### src/rtl/mul_div_unit_pkg.sv
// Shared types, encodings and helpers for the multi-cycle HI/LO multiply/divide unit.
package mul_div_unit_pkg;

    localparam int unsigned XLEN  = 32;
    localparam int unsigned DLEN  = 64;
    localparam int unsigned MC_W  = 4;
    localparam int unsigned CNT_W = 5;

    // One-hot operation select from the decoder.
    localparam logic [MC_W-1:0] MULT_MC  = 4'b0001;
    localparam logic [MC_W-1:0] MULTU_MC = 4'b0010;
    localparam logic [MC_W-1:0] DIV_MC   = 4'b0100;
    localparam logic [MC_W-1:0] DIVU_MC  = 4'b1000;

    typedef enum logic [1:0] {
        ST_IDLE = 2'd0,
        ST_CALC = 2'd1,
        ST_FIX  = 2'd2
    } state_e;

    // Per-operation context captured on accept and consumed in FIX.
    typedef struct packed {
        logic            is_div;
        logic            neg_res;   // product / quotient must be negated
        logic            neg_rem;   // remainder takes the dividend's sign
        logic            div0;      // divisor was zero
        logic [XLEN-1:0] a_raw;     // original dividend, for the divide-by-zero result
    } op_ctx_t;

    function automatic logic [XLEN-1:0] neg32(input logic [XLEN-1:0] x);
        return ~x + XLEN'(1);
    endfunction

    function automatic logic [DLEN-1:0] neg64(input logic [DLEN-1:0] x);
        return ~x + DLEN'(1);
    endfunction

    function automatic logic [XLEN-1:0] abs32(input logic [XLEN-1:0] x);
        return x[XLEN-1] ? neg32(x) : x;
    endfunction

endpackage

### src/rtl/mul_div_unit_if.sv
// Request / HI-LO bus between the pipeline (master) and the multiply/divide unit (slave).
interface mul_div_unit_if;
    import mul_div_unit_pkg::*;

    logic [MC_W-1:0] mul_control;
    logic            req_valid;
    logic            req_ready;
    logic [XLEN-1:0] src_a;
    logic [XLEN-1:0] src_b;
    logic            flush;
    logic            hi_wen;
    logic            lo_wen;
    logic [XLEN-1:0] wdata;
    logic            busy;
    logic [XLEN-1:0] hi;
    logic [XLEN-1:0] lo;

    modport master (
        output mul_control, req_valid, src_a, src_b, flush, hi_wen, lo_wen, wdata,
        input  req_ready, busy, hi, lo
    );

    modport slave (
        input  mul_control, req_valid, src_a, src_b, flush, hi_wen, lo_wen, wdata,
        output req_ready, busy, hi, lo
    );
endinterface

### src/rtl/mul_div_unit_step.sv
// One iteration of radix-2 shift-add multiply or restoring divide on a 64-bit accumulator.
// Multiply: acc = {partial product high, remaining multiplier bits}, shifts right.
// Divide:   acc = {partial remainder, remaining dividend / quotient bits}, shifts left.
module mul_div_step
    import mul_div_unit_pkg::*;
(
    input  logic            is_div,
    input  logic [XLEN-1:0] opnd,
    input  logic [DLEN-1:0] acc,
    output logic [DLEN-1:0] acc_next_c
);

    logic [XLEN:0]   add_sum;
    logic            rem_ge;
    logic [XLEN-1:0] rem_diff;

    // Single combinational step; the 33-bit compare covers the bit shifted out of the remainder.
    always_comb begin
        add_sum    = {1'b0, acc[DLEN-1:XLEN]} + {1'b0, opnd};
        rem_ge     = (acc[DLEN-1:XLEN-1] >= {1'b0, opnd});
        rem_diff   = acc[DLEN-2:XLEN-1] - opnd;
        acc_next_c = '0;
        if (is_div) begin
            if (rem_ge) begin
                acc_next_c = {rem_diff, acc[XLEN-2:0], 1'b1};
            end else begin
                acc_next_c = {acc[DLEN-2:0], 1'b0};
            end
        end else begin
            if (acc[0]) begin
                acc_next_c = {add_sum, acc[XLEN-1:1]};
            end else begin
                acc_next_c = {1'b0, acc[DLEN-1:1]};
            end
        end
    end

endmodule

### src/rtl/mul_div_unit.sv
// Multi-cycle HI/LO multiply/divide unit: 32 iteration cycles plus one sign-fix cycle.
module mul_div_unit
    import mul_div_unit_pkg::*;
(
    input  logic          clk,
    input  logic          rst,
    mul_div_unit_if.slave bus
);

    state_e          state_q, state_d;
    logic [CNT_W-1:0] cnt_q, cnt_d;
    logic [DLEN-1:0] acc_q, acc_d;
    logic [XLEN-1:0] opnd_q, opnd_d;
    op_ctx_t         ctx_q, ctx_d;
    logic [XLEN-1:0] hi_q, hi_d;
    logic [XLEN-1:0] lo_q, lo_d;
    logic            busy_q, busy_d;

    logic [DLEN-1:0] step_acc_c;
    logic            accept_c;
    logic            mtxx_c;
    logic            is_signed_c;
    logic            is_div_c;
    logic            neg_a_c;
    logic            neg_b_c;
    logic [XLEN-1:0] mag_a_c;
    logic [XLEN-1:0] mag_b_c;
    logic [DLEN-1:0] prod_c;

    mul_div_step u_step (
        .is_div     (ctx_q.is_div),
        .opnd       (opnd_q),
        .acc        (acc_q),
        .acc_next_c (step_acc_c)
    );

    assign bus.req_ready = (state_q == ST_IDLE) && !bus.flush;
    assign bus.busy      = busy_q;
    assign bus.hi        = hi_q;
    assign bus.lo        = lo_q;

    // Next-state, datapath and HI/LO write selection.
    always_comb begin
        state_d = state_q;
        cnt_d   = cnt_q;
        acc_d   = acc_q;
        opnd_d  = opnd_q;
        ctx_d   = ctx_q;
        hi_d    = hi_q;
        lo_d    = lo_q;

        accept_c    = (state_q == ST_IDLE) && !bus.flush && bus.req_valid &&
                      (bus.mul_control != '0);
        mtxx_c      = bus.hi_wen || bus.lo_wen;
        is_signed_c = |(bus.mul_control & (MULT_MC | DIV_MC));
        is_div_c    = |(bus.mul_control & (DIV_MC | DIVU_MC));
        neg_a_c     = is_signed_c && bus.src_a[XLEN-1];
        neg_b_c     = is_signed_c && bus.src_b[XLEN-1];
        mag_a_c     = is_signed_c ? abs32(bus.src_a) : bus.src_a;
        mag_b_c     = is_signed_c ? abs32(bus.src_b) : bus.src_b;
        prod_c      = ctx_q.neg_res ? neg64(acc_q) : acc_q;

        case (state_q)
            ST_IDLE: begin
                if (accept_c) begin
                    state_d       = ST_CALC;
                    cnt_d         = '0;
                    acc_d         = {XLEN'(0), (is_div_c ? mag_a_c : mag_b_c)};
                    opnd_d        = is_div_c ? mag_b_c : mag_a_c;
                    ctx_d.is_div  = is_div_c;
                    ctx_d.neg_res = neg_a_c ^ neg_b_c;
                    ctx_d.neg_rem = neg_a_c;
                    ctx_d.div0    = is_div_c && (bus.src_b == '0);
                    ctx_d.a_raw   = bus.src_a;
                end
            end
            ST_CALC: begin
                acc_d = step_acc_c;
                cnt_d = cnt_q + CNT_W'(1);
                if (cnt_q == '1) begin
                    state_d = ST_FIX;
                end
            end
            ST_FIX: begin
                state_d = ST_IDLE;
                if (!ctx_q.is_div) begin
                    hi_d = prod_c[DLEN-1:XLEN];
                    lo_d = prod_c[XLEN-1:0];
                end else if (ctx_q.div0) begin
                    hi_d = ctx_q.a_raw;
                    lo_d = '1;
                end else begin
                    lo_d = ctx_q.neg_res ? neg32(acc_q[XLEN-1:0]) : acc_q[XLEN-1:0];
                    hi_d = ctx_q.neg_rem ? neg32(acc_q[DLEN-1:XLEN]) : acc_q[DLEN-1:XLEN];
                end
            end
            default: begin
                state_d = ST_IDLE;
            end
        endcase

        // Flush or an mthi/mtlo while busy cancels the operation, including its FIX write.
        if ((state_q != ST_IDLE) && (mtxx_c || bus.flush)) begin
            state_d = ST_IDLE;
            hi_d    = hi_q;
            lo_d    = lo_q;
        end

        if (bus.hi_wen) begin
            hi_d = bus.wdata;
        end
        if (bus.lo_wen) begin
            lo_d = bus.wdata;
        end

        busy_d = (state_d != ST_IDLE);
    end

    // State and datapath registers with synchronous reset.
    always_ff @(posedge clk) begin
        if (rst) begin
            state_q <= ST_IDLE;
            cnt_q   <= '0;
            acc_q   <= '0;
            opnd_q  <= '0;
            ctx_q   <= '0;
            hi_q    <= '0;
            lo_q    <= '0;
            busy_q  <= 1'b0;
        end else begin
            state_q <= state_d;
            cnt_q   <= cnt_d;
            acc_q   <= acc_d;
            opnd_q  <= opnd_d;
            ctx_q   <= ctx_d;
            hi_q    <= hi_d;
            lo_q    <= lo_d;
            busy_q  <= busy_d;
        end
    end

endmodule
### src/flat_wrapper.sv
// flat-port wrapper written by rule: the top's interface ports become plain ports
module mul_div_unit_flat import mul_div_unit_pkg::*;
  (clk, rst, bus_mul_control, bus_req_valid, bus_src_a, bus_src_b, bus_flush, bus_hi_wen, bus_lo_wen, bus_wdata, bus_req_ready, bus_busy, bus_hi, bus_lo);
  mul_div_unit_if bus_i ();
  input  logic clk;
  input  logic rst;
  input wire logic [$bits(bus_i.mul_control)-1:0] bus_mul_control;
  input wire logic [$bits(bus_i.req_valid)-1:0] bus_req_valid;
  input wire logic [$bits(bus_i.src_a)-1:0] bus_src_a;
  input wire logic [$bits(bus_i.src_b)-1:0] bus_src_b;
  input wire logic [$bits(bus_i.flush)-1:0] bus_flush;
  input wire logic [$bits(bus_i.hi_wen)-1:0] bus_hi_wen;
  input wire logic [$bits(bus_i.lo_wen)-1:0] bus_lo_wen;
  input wire logic [$bits(bus_i.wdata)-1:0] bus_wdata;
  output wire logic [$bits(bus_i.req_ready)-1:0] bus_req_ready;
  output wire logic [$bits(bus_i.busy)-1:0] bus_busy;
  output wire logic [$bits(bus_i.hi)-1:0] bus_hi;
  output wire logic [$bits(bus_i.lo)-1:0] bus_lo;
  assign bus_i.mul_control = bus_mul_control;
  assign bus_i.req_valid = bus_req_valid;
  assign bus_i.src_a = bus_src_a;
  assign bus_i.src_b = bus_src_b;
  assign bus_i.flush = bus_flush;
  assign bus_i.hi_wen = bus_hi_wen;
  assign bus_i.lo_wen = bus_lo_wen;
  assign bus_i.wdata = bus_wdata;
  assign bus_req_ready = bus_i.req_ready;
  assign bus_busy = bus_i.busy;
  assign bus_hi = bus_i.hi;
  assign bus_lo = bus_i.lo;
  mul_div_unit u_core (.clk(clk), .rst(rst), .bus(bus_i));
endmodule
### config.mk
export PLATFORM = sky130hd
export DESIGN_NAME = mul_div_unit_flat
export DESIGN_NICKNAME = d
export VERILOG_FILES = /design/src/rtl/mul_div_unit_pkg.sv /design/src/rtl/mul_div_unit_if.sv /design/src/rtl/mul_div_unit_step.sv /design/src/rtl/mul_div_unit.sv /design/src/flat_wrapper.sv
export SDC_FILE = /design/constraint.sdc
export NUM_CORES = 1
export LEC_CHECK = 0
export CORE_ASPECT_RATIO = 1.4
export CORE_UTILIZATION = 35
export DETAILED_ROUTE_END_ITERATION = 12
export PLACE_DENSITY = 0.53
export SYNTH_ARGS = -nofsm -noshare
export SYNTH_HDL_FRONTEND = slang
export SYNTH_SLANG_ARGS = --single-unit
### constraint.sdc
create_clock -name clk -period 3.75 [get_ports clk]
set_input_delay 0.75 -clock clk [delete_from_list [all_inputs] [get_ports clk]]
set_output_delay 0.75 -clock clk [all_outputs]
set_load 0.02 [all_outputs]
==> flow_metrics.env <==
export IMPL_hold_depth=2
export IMPL_drive_gt1_frac=0.09408
export IMPL_maxCapViolCount=0
export IMPL_wl_per_cell_um=25.34
export IMPL_start_kind="flop"
export IMPL_die_h_um=262.9
export IMPL_layout_common_cells="a21oi_1 (282), nand2_1 (274), nor2_1 (221)"
export IMPL_relSlewSlack=0.1664
export IMPL_overflow=0
export IMPL_initial_utilization=0.3544
export IMPL_seq_area_frac_synth=0.2399
export IMPL_syn_num_nets=2541
export IMPL_min_from="u_core.ctx_q[0]$_SDFFE_PP0P_"
export IMPL_hpwl_mm=64.27
export IMPL_drc_errors=0
export IMPL_coreArea_mm2=0.04802
export IMPL_cts_reportedPaths_clkPinSlew_ps=60
export IMPL_grt_pass1_wl_mm=118.7
export IMPL_hold_path_end="u_core.ctx_q[0]$_SDFFE_PP0P_"
export IMPL_synth_edf_count=0
export IMPL_cts_root_buffer="clkbuf_16"
export IMPL_cts_htree_levels=1
export IMPL_worstPathMaxFanout=5
export IMPL_fin_cells=3181
export IMPL_die_w_um=188.4
export IMPL_finClkSkew_ps=13.88
export IMPL_std_cell_rows=95
export IMPL_end_kind="flop"
export IMPL_finalWorstSetupSlack_ps=92.90
export IMPL_final_common_cell="a21oi_1"
export IMPL_tns_ps=0
export IMPL_netlist_area_mm2=0.01702
export IMPL_place_congestion=1.035
export IMPL_finalHoldViolCount=0
export IMPL_power_density_mw_per_mm2=371.2
export IMPL_cts_hold_buf=0
export IMPL_boundaryPins=172
export IMPL_power_mw=7.793
export IMPL_startpoint="u_core.acc_q[26]$_SDFFE_PP0P_"
export IMPL_pre_cts_slack_ps=36.69
export IMPL_synthCells=2363
export IMPL_detail_route_first_pass_iterations=7
export IMPL_antenna_found_initial=3
export IMPL_rrSetupSlack_ps=90
export IMPL_arrival_ps=4050
export IMPL_tightest_slew_ps=1246
export IMPL_routed_wl_mm=80.61
export IMPL_status="finished, final reports clean"
export IMPL_grt_max_degree=89
export IMPL_nets=2712
export IMPL_r2r_start="u_core.acc_q[26]$_SDFFE_PP0P_"
export IMPL_max_freq_mhz=273.4
export IMPL_tritoncts="yes"
export IMPL_io_buffer_count=171
export IMPL_track_usage=0.3176
export IMPL_r2r_cells=9
export IMPL_min_period_ps=3657
export IMPL_ys_types=83
export IMPL_critical_path_class="reg2reg"
export IMPL_drt_initial_drc_count=1419
export IMPL_synth_ff_type="dfxtp_1"
export IMPL_rsz0062_at_grt="no"
export IMPL_power_leakage_nw=8.145
export IMPL_ant_nets=0
export IMPL_dp_cells=3138
export IMPL_ir_drop_v=0.0002497
export IMPL_fin_crit_sh=0.9752
export IMPL_cts_made_buffers=24
export IMPL_clk_latency_ps=550
export IMPL_syn_avg_cell_area_um2=7.203
export IMPL_dieArea_mm2=0.04953
export IMPL_antenna_cells=0
export IMPL_reg2reg_to="u_core.bus.hi[21]$_SDFFE_PP0P_"
export IMPL_post_drt_via_cell_ratio=5.927
export IMPL_setup_viol=0
export IMPL_ys_warn_count=0
export IMPL_synth_seq_cells=204
export IMPL_clock_sinks=204
export IMPL_synthArstFlopShare=0
export IMPL_cp_required_ps=4140
export IMPL_vias=18860
export IMPL_clock_path_buffers=3
export IMPL_grt_pass1_vias=18260
export IMPL_min_path_type="reg2reg"
export IMPL_slew_violations=0
export IMPL_area_growth_pct=23.35
## registers in the layout (all words and copies together) (netlist names)
name             count
u_core.opnd_q       32
u_core.acc_q        64
u_core.ctx_q        36
u_core.state_q       2
u_core.cnt_q         5
u_core.bus.hi       32
u_core.bus.lo       32
u_core.bus.busy      1
## how the worst max path moves through the flow
stage / endpoint / slack (ps)
detailed placement: u_core.bus.hi[21]$_SDFFE_PP0P_ / 40
global placement: u_core.bus.hi[21]$_SDFFE_PP0P_ / 20
CTS: u_core.bus.hi[21]$_SDFFE_PP0P_ / 10
floorplan: u_core.acc_q[58]$_SDFFE_PP0P_ / 740
global route: u_core.bus.hi[21]$_SDFFE_PP0P_ / 20
finish: u_core.bus.hi[21]$_SDFFE_PP0P_ / 90
## power by group
group	internal (mW)	total, mW	switching [mW]
logic	1.05	2.77	1.71
registers	2.30	2.45	0.147
clock network	1.57	2.58	1.01
## Yosys cell counts, types with 7 or more instances
cell type / number / area, µm²
nand3_1: 31 / 155.2
o31ai_1: 54 / 405.4
nor4_1: 17 / 106.4
ha_1: 70 / 875.8
or3_1: 23 / 143.9
nand2_1: 274 / 1028
dfxtp_1: 204 / 4084
nand4_1: 18 / 112.6
xnor2_1: 94 / 823.3
a31oi_1: 17 / 106.4
o41ai_1: 17 / 148.9
o211ai_1: 52 / 390.4
buf_1: 18 / 67.56
nor3_1: 51 / 255.2
o21ai_0: 128 / 640.6
a21oi_1: 282 / 1411
a211oi_1: 83 / 623.1
o21a_1: 12 / 90.09
nor2b_1: 20 / 125.1
and2_1: 13 / 81.33
a221oi_1: 35 / 306.5
inv_1: 82 / 307.8
nor2_1: 224 / 840.8
o21bai_1: 15 / 112.6
o22ai_1: 8 / 50.05
a22o_1: 7 / 61.31
xor2_1: 81 / 709.4
and3_1: 14 / 87.58
or4_1: 21 / 157.7
nand2b_1: 17 / 106.4
mux2i_1: 65 / 650.6
a21o_1: 23 / 172.7
or2_2: 9 / 56.30
clkbuf_1: 161 / 604.3
a211o_1: 8 / 70.07
## worst max-delay path, cell delays in order, from the launching register on
cell and delay [ps]:
dfxtp_1 310, or4_1 730, nor3_4 400, nand3_1 330
nor3_4 320, nand2_2 90, or4_1 490, mux2_1 330
o21ai_1 360, a221oi_1 130
## logic make-up (layout without fill, tap and decap cells)
kind of cell / Yosys count / after routing / share of synthesized area
XOR/XNOR: 175 / 175 / 0.09005
adder cells (fa/ha/maj): 72 / 72 / 0.05381
AND/OR/NAND/NOR: 762 / 762 / 0.2083
AO/OA/AOI/OAI: 809 / 809 / 0.3052
multiplexers: 71 / 71 / 0.04220
buffers and inverters: 270 / 458 / 0.06043
flip-flops: 204 / 204 / 0.2399
## layout make-up
| type | instances | area, µm² |
|---|---|---|
| clock buffer | 34 | 698.2 |
| clock inverter | 9 | 161.4 |
| fill | 5015 | 27030 |
| inverter | 84 | 315.3 |
| multi-input combinational | 1889 | 11970 |
| sequential | 204 | 4089 |
| tap | 630 | 788.3 |
| timing repair buffer | 331 | 2975 |
## metrics by stage
step	hold slack (ps)	utilization	cell area (µm²)
5_1_grt	481.1	0.4372	21000
3_5_place_dp	449.2	0.4192	20130
3_3_place_gp	447.4	0.4192	20130
4_1_cts	457.0	0.4371	20990
2_1_floorplan	432.9	-	17020
6_report	462.4	0.4372	21000
## repair_timing
action,4_1_cts,5_1_grt
endpoints found under the setup margin,0,1
setup buffers,0,0
resized for setup,0,1
## metal layers
layer / routed length, µm / GRT usage
met2: 39500 / 0.5492
met5: 14 / 0
met4: 6315 / 0.2201
met3: 3711 / 0.02604
met1: 31070 / 0.3696
(Power assumes the default switching activity.)
